**config.mk**
```make
export PLATFORM = sky130hd
export DESIGN_NAME = adds_seq
export DESIGN_NICKNAME = d
export VERILOG_FILES = /design/src/rtl/adds_seq.sv
export SDC_FILE = /design/constraint.sdc
export NUM_CORES = 1
export LEC_CHECK = 0
export CORE_MARGIN = 5
export CORE_UTILIZATION = 47
export DETAILED_ROUTE_END_ITERATION = 10
export GPL_TIMING_DRIVEN = 0
export HOLD_SLACK_MARGIN = 0.06
export PLACE_DENSITY = 0.85
export SYNTH_ARGS = -nofsm -noshare
export SYNTH_HDL_FRONTEND = slang
export SYNTH_SLANG_ARGS = --single-unit
```
**constraint.sdc**
```tcl
create_clock -name clk -period 2.15 [get_ports clk]
set_input_delay 0.43 -clock clk [delete_from_list [all_inputs] [get_ports clk]]
set_output_delay 0.43 -clock clk [all_outputs]
set_load 0.005 [all_outputs]
```
**src/rtl/adds_seq.sv**
```systemverilog
// Chunk-serial two's complement adder/subtractor: CW bits per clock over N = W/CW cycles,
// with registered sum, raw carry out, signed overflow and optional saturation.
module adds_seq #(
  parameter int unsigned W  = 16,
  parameter int unsigned CW = 4
) (
  input  logic         clk,
  input  logic         rst_n,
  input  logic         start,
  input  logic [W-1:0] a,
  input  logic [W-1:0] b,
  input  logic         sel,
  input  logic         sat,
  output logic         busy,
  output logic         done,
  output logic [W-1:0] s,
  output logic         cout,
  output logic         over_flow
);

  localparam int unsigned N  = W / CW;
  localparam int unsigned IW = (N > 1) ? $clog2(N) : 1;
  localparam logic [IW-1:0] LastIdx = IW'(N - 1);
  localparam logic [W-1:0]  MaxNeg  = {1'b1, {(W - 1){1'b0}}};
  localparam logic [W-1:0]  MaxPos  = ~MaxNeg;

  if ((W % CW) != 0) begin : gen_bad_width
    $error("adds_seq: W must be an integer multiple of CW");
  end

  typedef enum logic [1:0] {StIdle, StRun, StDone} state_e;

  state_e        state_q, state_d;
  logic [W-1:0]  a_q, a_d;
  logic [W-1:0]  b_q, b_d;
  logic [W-1:0]  sum_q, sum_d;
  logic [W-1:0]  s_q, s_d;
  logic [IW-1:0] idx_q, idx_d;
  logic          a_msb_q, a_msb_d;
  logic          sat_q, sat_d;
  logic          carry_q, carry_d;
  logic          cout_q, cout_d;
  logic          ovf_q, ovf_d;

  logic [CW:0]      chunk_sum;
  logic [W+CW-1:0]  shift_cat;
  logic [W-1:0]     shifted_sum;
  logic             msb_cin;
  logic             ovf_now;
  logic             load;

  // Operands shift right one chunk per cycle, so the active chunk is always the low CW bits.
  assign chunk_sum   = {1'b0, a_q[CW-1:0]} + {1'b0, b_q[CW-1:0]} + {{CW{1'b0}}, carry_q};
  // Partial sum shifts in from the top; after N chunks it is fully aligned.
  assign shift_cat   = {chunk_sum[CW-1:0], sum_q};
  assign shifted_sum = shift_cat[W+CW-1:CW];
  // Carry into the chunk MSB recovered from sum bit and operand bits.
  assign msb_cin     = chunk_sum[CW-1] ^ a_q[CW-1] ^ b_q[CW-1];
  assign ovf_now     = msb_cin ^ chunk_sum[CW];
  assign load        = start && (state_q != StRun);

  always_comb begin
    state_d = state_q;
    a_d     = a_q;
    b_d     = b_q;
    sum_d   = sum_q;
    s_d     = s_q;
    idx_d   = idx_q;
    a_msb_d = a_msb_q;
    sat_d   = sat_q;
    carry_d = carry_q;
    cout_d  = cout_q;
    ovf_d   = ovf_q;

    unique case (state_q)
      StIdle: ;
      StRun: begin
        a_d     = a_q >> CW;
        b_d     = b_q >> CW;
        sum_d   = shifted_sum;
        carry_d = chunk_sum[CW];
        idx_d   = idx_q + IW'(1);
        if (idx_q == LastIdx) begin
          state_d = StDone;
          idx_d   = '0;
          cout_d  = chunk_sum[CW];
          ovf_d   = ovf_now;
          if (sat_q && ovf_now) begin
            s_d = a_msb_q ? MaxNeg : MaxPos;
          end else begin
            s_d = shifted_sum;
          end
        end
      end
      StDone: state_d = StIdle;
      default: state_d = StIdle;
    endcase

    // Acceptance from IDLE, or from DONE for back-to-back operation.
    if (load) begin
      state_d = StRun;
      a_d     = a;
      b_d     = b ^ {W{sel}};
      a_msb_d = a[W-1];
      sat_d   = sat;
      carry_d = sel;
      idx_d   = '0;
      sum_d   = '0;
    end
  end

  always_ff @(posedge clk or negedge rst_n) begin
    if (!rst_n) begin
      state_q <= StIdle;
      a_q     <= '0;
      b_q     <= '0;
      sum_q   <= '0;
      s_q     <= '0;
      idx_q   <= '0;
      a_msb_q <= 1'b0;
      sat_q   <= 1'b0;
      carry_q <= 1'b0;
      cout_q  <= 1'b0;
      ovf_q   <= 1'b0;
    end else begin
      state_q <= state_d;
      a_q     <= a_d;
      b_q     <= b_d;
      sum_q   <= sum_d;
      s_q     <= s_d;
      idx_q   <= idx_d;
      a_msb_q <= a_msb_d;
      sat_q   <= sat_d;
      carry_q <= carry_d;
      cout_q  <= cout_d;
      ovf_q   <= ovf_d;
    end
  end

  assign busy      = (state_q == StRun);
  assign done      = (state_q == StDone);
  assign s         = s_q;
  assign cout      = cout_q;
  assign over_flow = ovf_q;

endmodule

```
# --- After elaboration in Yosys (flattened, before gate mapping) ---
# Cells that the tools add are included.
totals:
  ff_bits: 73
  output_inout_bits: 20
op_classes:
  add_sub_neg: 3
  n_eq_ne: 6
  muxes: 16
  bitwise: 4
  n_reduce_logical: 6
ops:
  columns: ["op", "count"]
  rows:
  - ["16-bit 2-to-1 mux", 8]
  - ["16-bit bitwise XOR", 1]
  - ["2-bit 2-to-1 mux", 5]
  - ["4-bit by 4-bit adder with 5-bit output", 1]
  - ["5-bit by 1-bit adder with 5-bit output", 1]
  - ["2-bit == test (second input constant)", 2]
  - ["2-bit one-hot mux with 2 select lines", 1]
  - ["2-bit AND reduction", 2]
  - ["3-bit by 1-bit inequality test with 1-bit output (second input constant)", 1]
  - ["1-bit bitwise XOR", 3]
  - ["2-bit by 1-bit adder with 2-bit output (second input constant)", 1]
  - ["2-bit by 1-bit == test with 1-bit output (second input constant)", 1]
  - ["1-bit logical AND", 2]
  - ["2-bit zero test", 1]
  - ["1-bit 2-to-1 mux", 2]
  - ["2-bit by 1-bit inequality test with 1-bit output (second input constant)", 1]
  - ["2-bit inequality test (second input constant)", 1]
  - ["2-bit nonzero test", 1]

# --- Depth between registers and ports, before layout ---
depth:
  word_depth: 7
  mapped_depth: 10
  mapped_depth_nobuf: 9

# --- Worst setup path before layout ---
# No wires, ideal clock.
synth_path:
  path_kind: "flip-flop to flip-flop"
  startpoint: "register a_q[0]"
  endpoint: "register s_q[4], in the netlist s[4]"
  t_arrival_ns: 2.274
  t_required_ns: 2.027
  setup_slack_ns: -0.247
  path_stages_with_launch: 11
  path_buffers: 1
  period_less_slack_ns: 2.397
  cell_sequence: "dfrtp_1 -> fa_1 -> inv_1 -> fa_1 -> nand2b_1 -> a21oi_2 -> xnor2_1 -> xor2_1 -> nand4_2 -> buf_6 -> o221a_2"
synth_between:
  elab_chain_cells: 7
synth_rtl:
  columns: ["item", "line", "text"]
  rows:
  - ["start, declared", "34", "logic [W-1:0] a_q, a_d;"]
  - ["start signal, assigned", "115", "a_q <= '0;"]
  - ["start signal, assigned", "127", "a_q <= a_d;"]
  - ["4-bit by 4-bit adder with 5-bit output (*)", "53", "assign chunk_sum = {1'b0, a_q[CW-1:0]} + {1'b0, b_q[CW-1:0]} + {{CW{1'b0}}, carry_q};"]
  - ["5-bit by 1-bit adder with 5-bit output (*)", "53", null]
  - ["1-bit bitwise XOR (2 in series)", "58", "assign msb_cin = chunk_sum[CW-1] ^ a_q[CW-1] ^ b_q[CW-1];"]
  - ["1-bit bitwise XOR (*)", "59", "assign ovf_now = msb_cin ^ chunk_sum[CW];"]
  - ["1-bit logical AND (*)", "88", "if (sat_q && ovf_now) begin"]
  - ["16-bit 2-to-1 mux (*)", "88", null]
  - ["end signal, assigned", "118", "s_q <= '0;"]
  - ["end signal, assigned", "130", "s_q <= s_d;"]
  - ["end, declared", "37", "logic [W-1:0] s_q, s_d;"]
# Mark *: on every way between the ends. The rest lies on a longest branch, timed or not.
# A chain may end at the register's enable or synchronous reset.

# --- Final worst setup path ---
layout_path:
  startpoint: "register a_q[0]"
  endpoint: "register s_q[13], in the netlist s[13]"
layout_between:
  elab_chain_cells: 7
layout_rtl:
  columns: ["item", "line"]
  rows:
  - ["4-bit by 4-bit adder with 5-bit output (*)", "53"]
  - ["5-bit by 1-bit adder with 5-bit output (*)", "53"]
  - ["1-bit bitwise XOR (2 in series)", "58"]
  - ["1-bit bitwise XOR", "59"]
  - ["1-bit logical AND", "88"]
  - ["16-bit 2-to-1 mux (*)", "88"]
# Marks and branches as above.

==> run summary <==
Core Region: 0.006756 mm2
Peak Freq: 410.9 MHz
dpl ws: -310.0 ps
Synth Area in XOR/XNOR: 5.680%
drt wl/cell: 15.81 um
largest net degree at the start of global routing: 70
status: complete, but fails checks
Setup TNS: -3796 ps
vias in the first global route: 2,544
H-tree depth: 3
Tcrit/Tclk final: 113.2%
Remaining DRCs: 0
Synth Warn #: 0
DR iter-0 viols: 146
Slew HR: 44.84%
predominant post-synthesis flop cell: dfrtp_1
post-synthesis area per instance: 10.41 um2
Synth area leaders: dfrtp_1 (53%), nand2_1 (8.1%), o21ai_0 (6.3%), mux2i_1 (5.3%), xnor2_1 (5.1%)
vias per cell: 5.474
most area-hungry cell type in the Yosys netlist: dfrtp_1
share of cells above drive strength 1: 14.69%
area of the die: 0.008650 mm2
footprint of the multi-input gates: 0.001463 mm2
total congestion overflow: 0
total CTS buffers: 9
Synth Area in Compound Gates: 13.76%
Worst Setup SP: a_q[0]$_DFFE_PN0P_
total wire length: 7401 um
Pleak: 1.918 nW
post-synthesis mux area share: 5.951%
commonest non-fill, non-tap cells in the layout: nand2_1 (69), dfrtp_1 (69), clkdlybuf4s50_1 (52)
max-slew violations: 0
Synth Cell Area: 0.003238 mm2
gr usage total: 18.21%
HPWL after DPL: 5080 um
Core Rows: 30
min-delay worst type: primary input to async pin
final worst slack: -283.5 ps
Post-Synth Adder-Cell Area: 2.782%
starting density of the core: 47.93%
actual slew at the worst max-slew pin: 827.3 ps
CTS clk-pin slew, worst paths: 80 ps
post-synth top area share: 53.32%
WP data arrival: 2680 ps
distinct cell type count after synthesis: 34
# IOs: 57
total of max-cap violations: 0
Seq/Total Area, Yosys: 53.32%
synthesized flop and latch total: 69
critical path class: flip-flop to flip-flop
Reg-to-Reg Start: a_q[0]$_DFFE_PN0P_
Die W: 93.01 um
first-pass GRT wire length: 12,190 um
clk_lat worst skew: 360 ps
Post-synth EDFFs: 0
chip height: 93.01 um
main combinational cell family by area after synthesis: simple AND/OR/NAND/NOR gates
PD cells: 1468 mW/mm2
Simple-Gate Fraction of Synth Area: 14.45%
Startpoint Class: flip-flop
reg2reg path depth: 10
# clock sinks: 69
DR pass1 iterations: 6
Crit. End Element: flip-flop
Root Buffer: clkbuf_8
Setup Skew: 10.98 ps
final setup vio count: 16
syn_nets: 354
vias: 2,562
Final GP Congestion: 0.8044
Post-synth ARST share: 100.0%
crit-path max FO: 6
Area Overhead vs Synth: 32.34%
Final Net Count: 426
fillers: 519
clk buf depth: 2
initial antenna violation count: 0
Hold Violations, Final: 0
Inserted Diodes: 0
RSZ-0062 raised after global routing: yes
I/O Buffers: 54
cells after synthesis: 311
Post-CTS Hold Fix Bufs: 0
Peak VDD IR: 487.6 uV
Final min period: 2434 ps
register area: 0.001727 mm2
failing checks: negative setup slack
post-route ant nets: 0
Critical Path RT: 2390 ps
CTS tree: yes
==> synthesized netlist by cell type, types with 2 or more instances <==
cell type and n:
inv_1 5, buf_1 2, nor2_1 11, xnor2_1 19, nand2_1 70, mux2i_1 17, nand3b_1 13, a211oi_1 4
buf_2 6, clkbuf_1 12, mux2_2 2, xor2_1 2, o221a_1 9, o221a_2 5, ha_1 4, dfrtp_1 69
nand2b_1 2, nand3_1 2, fa_1 2, o21ai_0 41
==> repair_timing <==
action,CTS,global route
gates cloned,0,1
endpoints found under the setup margin,16,18
buffers inserted,6,1
pin swaps,12,13
resized for setup,5,10
==> final timing paths <==
kind,to,slack (ps)
setup reg to reg,s[13]$_DFFE_PN0P_,-280
max in group asynchronous,a_q[4]$_DFFE_PN0P_,1440
hold reg to reg,a_q[1]$_DFFE_PN0P_,480
hold / removal,s[15]$_DFFE_PN0P_,180
min in group clk,a_q[1]$_DFFE_PN0P_,480
setup / recovery,s[13]$_DFFE_PN0P_,-280
==> layout make-up <==
class                   count  area share (%)
clock buffers               9           2.891
well taps                  80           2.336
clock inverters             7           2.423
repair buffers             62           14.72
inverters                   6          0.7007
flip-flops and latches     69           40.29
plain buffers              21           2.511
multi-input cells         214           34.13
==> stage by stage <==
stage	util (%)	power [mW]	instance area [um2]	std cells	hold slack, ps
after floorplan	-	3.754	3273	311	134.4
after global placement	57.93	4.577	3914	445	458.9
after detailed placement	57.89	4.673	3911	445	471.1
after CTS	62.24	6.101	4205	466	199.4
after global routing	63.43	6.723	4285	468	257.7
final	63.43	6.292	4285	468	181.3
==> cells by family (layout without fill, tap and decap cells) <==
family                     after synthesis  in the layout
muxes                                   19             19
AOI/OAI and AO/OA                       65             65
DFF                                     69             69
and+or+nand+nor                        103            103
buffers and inverters                   28            105
adders and majority gates                6              6
xor gates and xnor gates                21             21
==> flip-flops by register name, indices dropped and copies added (netlist names) <==
signal and flops:
a_q 16, b_q 16, s 16, sum_q 12, idx_q 2, state_q 2
a_msb_q 1, carry_q 1, cout 1, over_flow 1, sat_q 1
==> critical path, stage by stage, from the launching register on <==
cell and delay [ps]:
dfrtp_1 410, fa_2 240, inv_2 40, fa_2 340, nand2b_4 160, a21oi_4 180, xnor2_2 160, xor2_2 160
a21o_4 270, clkbuf_16 160, o221a_1 220
==> power by group <==
| part | leakage [nW] | total (mW) | internal, mW | switching, mW |
|---|---|---|---|---|
| registers | 0.866 | 2.26 | 1.86 | 0.399 |
| logic | 0.937 | 2.81 | 1.42 | 1.39 |
| clock network | 0.115 | 1.22 | 0.671 | 0.550 |
==> routing by layer <==
layer / part of all wire, % / routed length (um) / track usage (%) / vias to the layer above
met1: 42 / 3145 / 22.79 / 1251
met3: 6.2 / 460 / 6.356 / 14
met5: 0 / 0 / 0 / -
li1: - / - / - / 1205
met2: 49 / 3662 / 28.91 / 92
met4: 1.8 / 133 / 7.326 / 0
Power figures use the tool's default switching activity.
